$ cat config.mk
export PLATFORM = sky130hd
export DESIGN_NAME = dma_hif_burst_ctrl
export DESIGN_NICKNAME = d
export VERILOG_FILES = /design/src/rtl/dma_hif_burst_ctrl.sv
export SDC_FILE = /design/constraint.sdc
export NUM_CORES = 1
export LEC_CHECK = 0
export ABC_AREA = 1
export BUFFER_PORTS_ARGS = -buffer_cell sky130_fd_sc_hd__buf_2
export CAP_MARGIN = 25
export CORE_MARGIN = 10
export CORE_UTILIZATION = 51
export CTS_CLUSTER_SIZE = 30
export DETAILED_ROUTE_END_ITERATION = 12
export PLACE_DENSITY = 0.92
export SYNTH_ARGS = -nofsm -noshare
export SYNTH_HDL_FRONTEND = slang
export SYNTH_SLANG_ARGS = --single-unit
$ cat constraint.sdc
create_clock -name macPIClk -period 3 [get_ports macPIClk]
set_input_delay 0.6 -clock macPIClk [delete_from_list [all_inputs] [get_ports macPIClk]]
set_output_delay 0.6 -clock macPIClk [all_outputs]
set_load 0.02 [all_outputs]
$ cat src/rtl/dma_hif_burst_ctrl.sv
// dma_hif_burst_ctrl
// Upstream stage of the AHB master interface. Splits one DMA descriptor into
// INCR bursts of at most MAX_BURST words, drives the dmaHIF* request bus and
// moves data between the local FIFOs and that bus. Completion is reported by a
// one-cycle done pulse carrying sticky error/abort status.

module dma_hif_burst_ctrl #(
  parameter int MAX_BURST = 16,
  parameter int LEN_W     = 16,
  parameter int LVL_W     = 6
) (
  input  logic             macPIClk,
  input  logic             macPIClkHardRst_n,
  input  logic             reqValid,
  output logic             reqReady,
  input  logic [31:0]      reqAddr,
  input  logic [LEN_W-1:0] reqLen,
  input  logic             reqWrite,
  input  logic             abort,
  output logic             done,
  output logic             doneErr,
  output logic             doneAborted,
  input  logic [31:0]      wrFifoData,
  input  logic [LVL_W-1:0] wrFifoLevel,
  output logic             wrFifoPop,
  input  logic [LVL_W-1:0] rdFifoFree,
  output logic             rdFifoPush,
  output logic [31:0]      rdFifoData,
  output logic [31:0]      dmaHIFAddressIn,
  output logic             dmaHIFRead,
  output logic             dmaHIFWrite,
  output logic [2:0]       dmaHIFSize,
  output logic [31:0]      dmaHIFWriteDataIn,
  input  logic             dmaHIFReady,
  input  logic             dmaHIFReadDataValid,
  input  logic [31:0]      dmaHIFReadDataOut,
  input  logic             dmaHIFError,
  input  logic             dmaHIFTransComplete
);

  typedef enum logic [2:0] {
    IDLE,
    CHECK,
    BURST,
    WAIT_CMPL,
    DONE
  } stateT;

  localparam logic [LEN_W-1:0] MAX_LEN = LEN_W'(MAX_BURST);

  stateT            state;
  stateT            stateNext;
  logic [31:0]      addr;
  logic [LEN_W-1:0] remaining;
  logic [LEN_W-1:0] chunkLen;
  logic [LEN_W-1:0] beatCnt;
  logic [LEN_W-1:0] chunk;
  logic [LVL_W-1:0] avail;
  logic             dirWrite;
  logic             errFlag;
  logic             abortFlag;
  logic             hifRead;
  logic             hifWrite;
  logic             pushQ;
  logic [31:0]      pushData;
  logic             accept;
  logic             beat;
  logic             lastBeat;
  logic             spaceOk;
  logic             endNow;
  logic             unusedAddrBits;

  // Word alignment is forced, so the byte-offset bits of the start address are dropped
  assign unusedAddrBits = ^reqAddr[1:0];

  assign accept   = (state == IDLE) & reqValid;
  assign beat     = (state == BURST) & dmaHIFReady;
  assign lastBeat = beat & (beatCnt == chunkLen - LEN_W'(1));
  assign chunk    = (remaining < MAX_LEN) ? remaining : MAX_LEN;
  assign avail    = dirWrite ? wrFifoLevel : rdFifoFree;
  assign spaceOk  = 32'(avail) >= 32'(chunk);
  // An error or abort arriving together with the completion pulse still ends the descriptor
  assign endNow   = (remaining == '0) | errFlag | dmaHIFError | abortFlag | abort;

  // State register
  always_ff @(posedge macPIClk or negedge macPIClkHardRst_n) begin
    if (!macPIClkHardRst_n) begin
      state <= IDLE;
    end else begin
      state <= stateNext;
    end
  end

  // Next-state logic: reserve FIFO space in CHECK before committing to a burst
  always_comb begin
    stateNext = state;
    case (state)
      IDLE: begin
        if (reqValid) begin
          stateNext = (reqLen == '0) ? DONE : CHECK;
        end
      end
      CHECK: begin
        if (abort) begin
          stateNext = DONE;
        end else if (spaceOk) begin
          stateNext = BURST;
        end
      end
      BURST: begin
        if (lastBeat) begin
          stateNext = WAIT_CMPL;
        end
      end
      WAIT_CMPL: begin
        if (dmaHIFTransComplete) begin
          stateNext = endNow ? DONE : CHECK;
        end
      end
      DONE: begin
        stateNext = IDLE;
      end
      default: begin
        stateNext = IDLE;
      end
    endcase
  end

  // Descriptor datapath: address, words left and per-chunk beat counting
  always_ff @(posedge macPIClk or negedge macPIClkHardRst_n) begin
    if (!macPIClkHardRst_n) begin
      addr      <= '0;
      remaining <= '0;
      chunkLen  <= '0;
      beatCnt   <= '0;
      dirWrite  <= 1'b0;
    end else if (accept) begin
      addr      <= {reqAddr[31:2], 2'b00};
      remaining <= reqLen;
      dirWrite  <= reqWrite;
    end else if (beat) begin
      addr      <= addr + 32'd4;
      remaining <= remaining - LEN_W'(1);
      beatCnt   <= beatCnt + LEN_W'(1);
    end else if ((state == CHECK) && (stateNext == BURST)) begin
      chunkLen  <= chunk;
      beatCnt   <= '0;
    end
  end

  // Bus request is held for the whole chunk and drops right after its last beat
  always_ff @(posedge macPIClk or negedge macPIClkHardRst_n) begin
    if (!macPIClkHardRst_n) begin
      hifRead  <= 1'b0;
      hifWrite <= 1'b0;
    end else begin
      hifRead  <= (stateNext == BURST) & ~dirWrite;
      hifWrite <= (stateNext == BURST) & dirWrite;
    end
  end

  // Sticky error/abort status, cleared while waiting for the next descriptor
  always_ff @(posedge macPIClk or negedge macPIClkHardRst_n) begin
    if (!macPIClkHardRst_n) begin
      errFlag   <= 1'b0;
      abortFlag <= 1'b0;
    end else if (state == IDLE) begin
      errFlag   <= 1'b0;
      abortFlag <= 1'b0;
    end else begin
      if (dmaHIFError && ((state == BURST) || (state == WAIT_CMPL))) begin
        errFlag <= 1'b1;
      end
      if (abort) begin
        abortFlag <= 1'b1;
      end
    end
  end

  // Read data path: one-cycle registered hand-off into the read FIFO
  always_ff @(posedge macPIClk or negedge macPIClkHardRst_n) begin
    if (!macPIClkHardRst_n) begin
      pushQ    <= 1'b0;
      pushData <= '0;
    end else begin
      pushQ <= dmaHIFReadDataValid;
      if (dmaHIFReadDataValid) begin
        pushData <= dmaHIFReadDataOut;
      end
    end
  end

  assign reqReady          = (state == IDLE);
  assign done              = (state == DONE);
  assign doneErr           = (state == DONE) & errFlag;
  assign doneAborted       = (state == DONE) & abortFlag;
  assign wrFifoPop         = beat & dirWrite;
  assign rdFifoPush        = pushQ;
  assign rdFifoData        = pushData;
  assign dmaHIFAddressIn   = addr;
  assign dmaHIFRead        = hifRead;
  assign dmaHIFWrite       = hifWrite;
  assign dmaHIFSize        = 3'b010;
  assign dmaHIFWriteDataIn = wrFifoData;

endmodule

==> results.sh <==
export IMPL_clock_latency_ns=0.42
export IMPL_yosys_area_share_adder_pct=1.75
export IMPL_syn_inst=885
export IMPL_routed_wl_mm=20.4
export IMPL_final_nets=1169
export IMPL_gr_max_usage_layer="met2"
export IMPL_comb_power_share_pct=41.6
export IMPL_synthSimpleGateAreaFrac_pct=26.9
export IMPL_cts_clk_slew_worst_paths_ns=0.06
export IMPL_pwr_share_seq_pct=32.1
export IMPL_synth_top_family_by_area="simple AND/OR/NAND/NOR gates"
export IMPL_grt_util_met2_pct=37.2
export IMPL_critPathKind="reg2reg"
export IMPL_clock_sinks=119
export IMPL_fmax_mhz=364
export IMPL_p_sw_mw=3.74
export IMPL_antenna_cells=0
export IMPL_syn2layout_area_growth_pct=20.6
export IMPL_worst_slack_ns=0.253
export IMPL_cp_max_fo=8
export IMPL_ys_types=44
export IMPL_drive_above_1_share_pct=25.8
export IMPL_grt_pass1_wl_mm=33.4
export IMPL_cts_tree="done"
export IMPL_yosysSeqAreaShare_pct=41.8
export IMPL_worstPathRequired_ns=3.31
export IMPL_hold_viol=0
export IMPL_endpoint_kind="register"
export IMPL_final_common_cell="nand2_1"
export IMPL_crit_path_end="beatCnt[5]$_DFFE_PN0P_"
export IMPL_grt_pass1_vias=7072
export IMPL_max_cap_violations=0
export IMPL_cts_resized=0
export IMPL_synth_xor_area_share_pct=6.70
export IMPL_synth_area_mm2=0.00713
export IMPL_use_met1_pct=21.4
export IMPL_io_pins=240
export IMPL_worstPathArrival_ns=3.05
export IMPL_crit_start="remaining[8]$_DFFE_PN0N_"
export IMPL_start_util_pct=51.8
export IMPL_wl_per_cell_um=16.7
export IMPL_period_share_pct=91.6
export IMPL_io_buffer_count=168
export IMPL_place_congestion=0.925
export IMPL_dieHeight_um=138
export IMPL_p_leak_nw=4.23
export IMPL_dr_pass1_iters=5
export IMPL_via_per_inst=5.47
export IMPL_grt_use_met3_pct=7.64
export IMPL_rows=43
export IMPL_synth_area_per_cell_um2=8.06
export IMPL_slew_headroom_pct=48.3
export IMPL_r2r_start="remaining[8]$_DFFE_PN0N_"
export IMPL_cts_root_buf="clkbuf_16"
export IMPL_intPower_mw=5.02
export IMPL_die_width_um=138
export IMPL_cts_hold_buffers=0
export IMPL_register_area_mm2=0.00298
export IMPL_fp_coreArea_mm2=0.0138
export IMPL_grtUsageTotal_pct=20.8
export IMPL_grt_antenna_before_repair=1
export IMPL_ys_seq_elements=119
export IMPL_num_vias=6668
export IMPL_synth_compound_area_share_pct=6.70
export IMPL_yosys_mux_area_fraction_pct=5.19
export IMPL_fin_worst_skew_ns=0.00697
export IMPL_start_kind="register"
export IMPL_final_cell_mix="nand2_1, buf_2, dfrtp_1"
export IMPL_rr_worst_depth=18
export IMPL_p_per_area_mw_per_mm2=1020
export IMPL_drc_errors=0
export IMPL_die_area_mm2=0.0191
export IMPL_rsz0062_at_grt="no"
export IMPL_peakVddDrop_mv=0.640
export IMPL_post_cts_buffers=0
export IMPL_setup_viol=0
export IMPL_nFillCells=1174
export IMPL_p_sw_share_pct=42.7
export IMPL_grt_max_degree=60
export IMPL_cts_buffers=17
export IMPL_dp_final_hpwl_mm=15.2
export IMPL_status="completed"
export IMPL_clk_path_buf_depth=2
export IMPL_r2r_end="beatCnt[5]$_DFFE_PN0P_"
export IMPL_ant_nets=0
export IMPL_layout_min_cycle_time_ns=2.75
export IMPL_tns_ns=0
export IMPL_place_ws_ns=0.109
export IMPL_grt_overflow=0
export IMPL_reg2reg_slack_ns=0.25
export IMPL_htree_levels=4
export IMPL_first_iter_violations=541
export IMPL_slew_viol_final=0
export IMPL_yosysWarnings=0
export IMPL_tightest_slew_ns=0.776
export IMPL_multi_input_area_mm2=0.00340
export IMPL_hold_class="in2async"
export IMPL_pwr_share_clk_pct=26.3
[worst min-delay path by stage]
stage | endpoint | slack [ns] | cells past startpoint | startpoint
detailed placement | rdFifoData[22]$_DFFE_PN0P_ | 0.49 | 1 | rdFifoData[22]$_DFFE_PN0P_
finish | rdFifoData[24]$_DFFE_PN0P_ | 0.27 | 1 | macPIClkHardRst_n
CTS | chunkLen[11]$_DFFE_PN0P_ | 0.28 | 1 | macPIClkHardRst_n
floorplan | abortFlag$_DFFE_PN0P_ | 0.30 | 0 | macPIClkHardRst_n
global placement | rdFifoData[1]$_DFFE_PN0P_ | 0.48 | 1 | rdFifoData[1]$_DFFE_PN0P_
global route | rdFifoData[1]$_DFFE_PN0P_ | 0.33 | 1 | macPIClkHardRst_n
[area by class of cell]
type                            instances  area share, %
Clock buffer                           21           5.59
Clock inverter                         10           2.21
Inverter                              103           4.50
Multi-Input combinational cell        606           39.6
Sequential cell                       119           34.6
Tap cell                              180           2.62
Timing Repair Buffer                  179           10.9
[logic make-up after synthesis]
| logic type | after synthesis |
|---|---|
| XOR/XNOR | 53 |
| AO/OA/AOI/OAI | 73 |
| other | 2 |
| flip-flops | 119 |
| AND/OR/NAND/NOR | 431 |
| buffers and inverters | 164 |
| multiplexers | 33 |
| adder cells (fa/ha/maj) | 10 |
[layer usage]
layer / wire length [um] / vias to the layer above
met5: 20 / -
met4: 579 / 2
met3: 1790 / 70
met2: 10500 / 335
met1: 7440 / 3124
li1: - / 3137
[sequential cells by signal, indices dropped and copies added (netlist names)]
| signal | count |
|---|---|
| state | 3 |
| chunkLen | 16 |
| rdFifoData | 32 |
| dmaHIFWrite | 1 |
| dirWrite | 1 |
| dmaHIFRead | 1 |
| beatCnt | 16 |
| rdFifoPush | 1 |
| errFlag | 1 |
| dmaHIFAddressIn | 30 |
| abortFlag | 1 |
| remaining | 16 |
[worst max-delay path: stages (launching register included)]
cell	delay (ns)
dfrtp_1	0.45
nor2_2	0.18
nand2_1	0.07
nor2_1	0.13
nand2_1	0.14
inv_2	0.13
nand2_1	0.09
ha_1	0.32
inv_1	0.06
nor2_1	0.03
o21ai_0	0.13
nand2_1	0.07
nand2_1	0.07
nand4_1	0.12
nand2_4	0.14
nand2_2	0.11
buf_4	0.18
a21oi_1	0.14
a21oi_1	0.05
[synthesized netlist by cell type, drive strengths merged]
cell,number,area [um2]
nor3b,1,7.51
o221ai,13,114
o21ai,19,95.1
mux2,32,360
o21a,1,7.51
nand3b,4,30.0
or2,1,6.26
xnor2,15,131
o32ai,1,8.76
nor3,30,193
o22ai,5,31.3
inv,103,387
buf,51,352
nor4,9,62.6
conb,2,7.51
nor2,97,379
ha,10,125
nand3,56,280
nand4,21,144
dfrtp,119,2980
mux2i,1,10.0
xnor3,1,22.5
a21oi,16,80.1
clkbuf,10,38.8
a31oi,1,6.26
xor2,37,324
o211ai,12,90.1
a221o,1,10.0
nand2,212,816
o311ai,4,35.0
[power groups by stage]
stage	Clock, mW	Sequential [mW]	Combinational (mW)
2_1_floorplan	0	2.94	2.40
3_3_place_gp	0	2.76	3.42
3_5_place_dp	0	2.79	3.56
4_1_cts	2.32	2.79	3.62
5_1_grt	2.41	2.89	4.06
6_report	2.30	2.81	3.64
[per-stage QoR]
step | instance area [um2] | hold slack (ns) | utilization (%) | instances | power [mW]
global route | 8600 | 0.328 | 62.4 | 1218 | 9.35
CTS | 8590 | 0.284 | 62.4 | 1218 | 8.73
detailed placement | 7920 | 0.490 | 57.5 | 1187 | 6.35
global placement | 7920 | 0.482 | 57.5 | 1187 | 6.18
finish | 8600 | 0.272 | 62.4 | 1218 | 8.76
floorplan | 7150 | 0.304 | - | 889 | 5.34
Note: power is estimated with default switching activity, not from simulation.
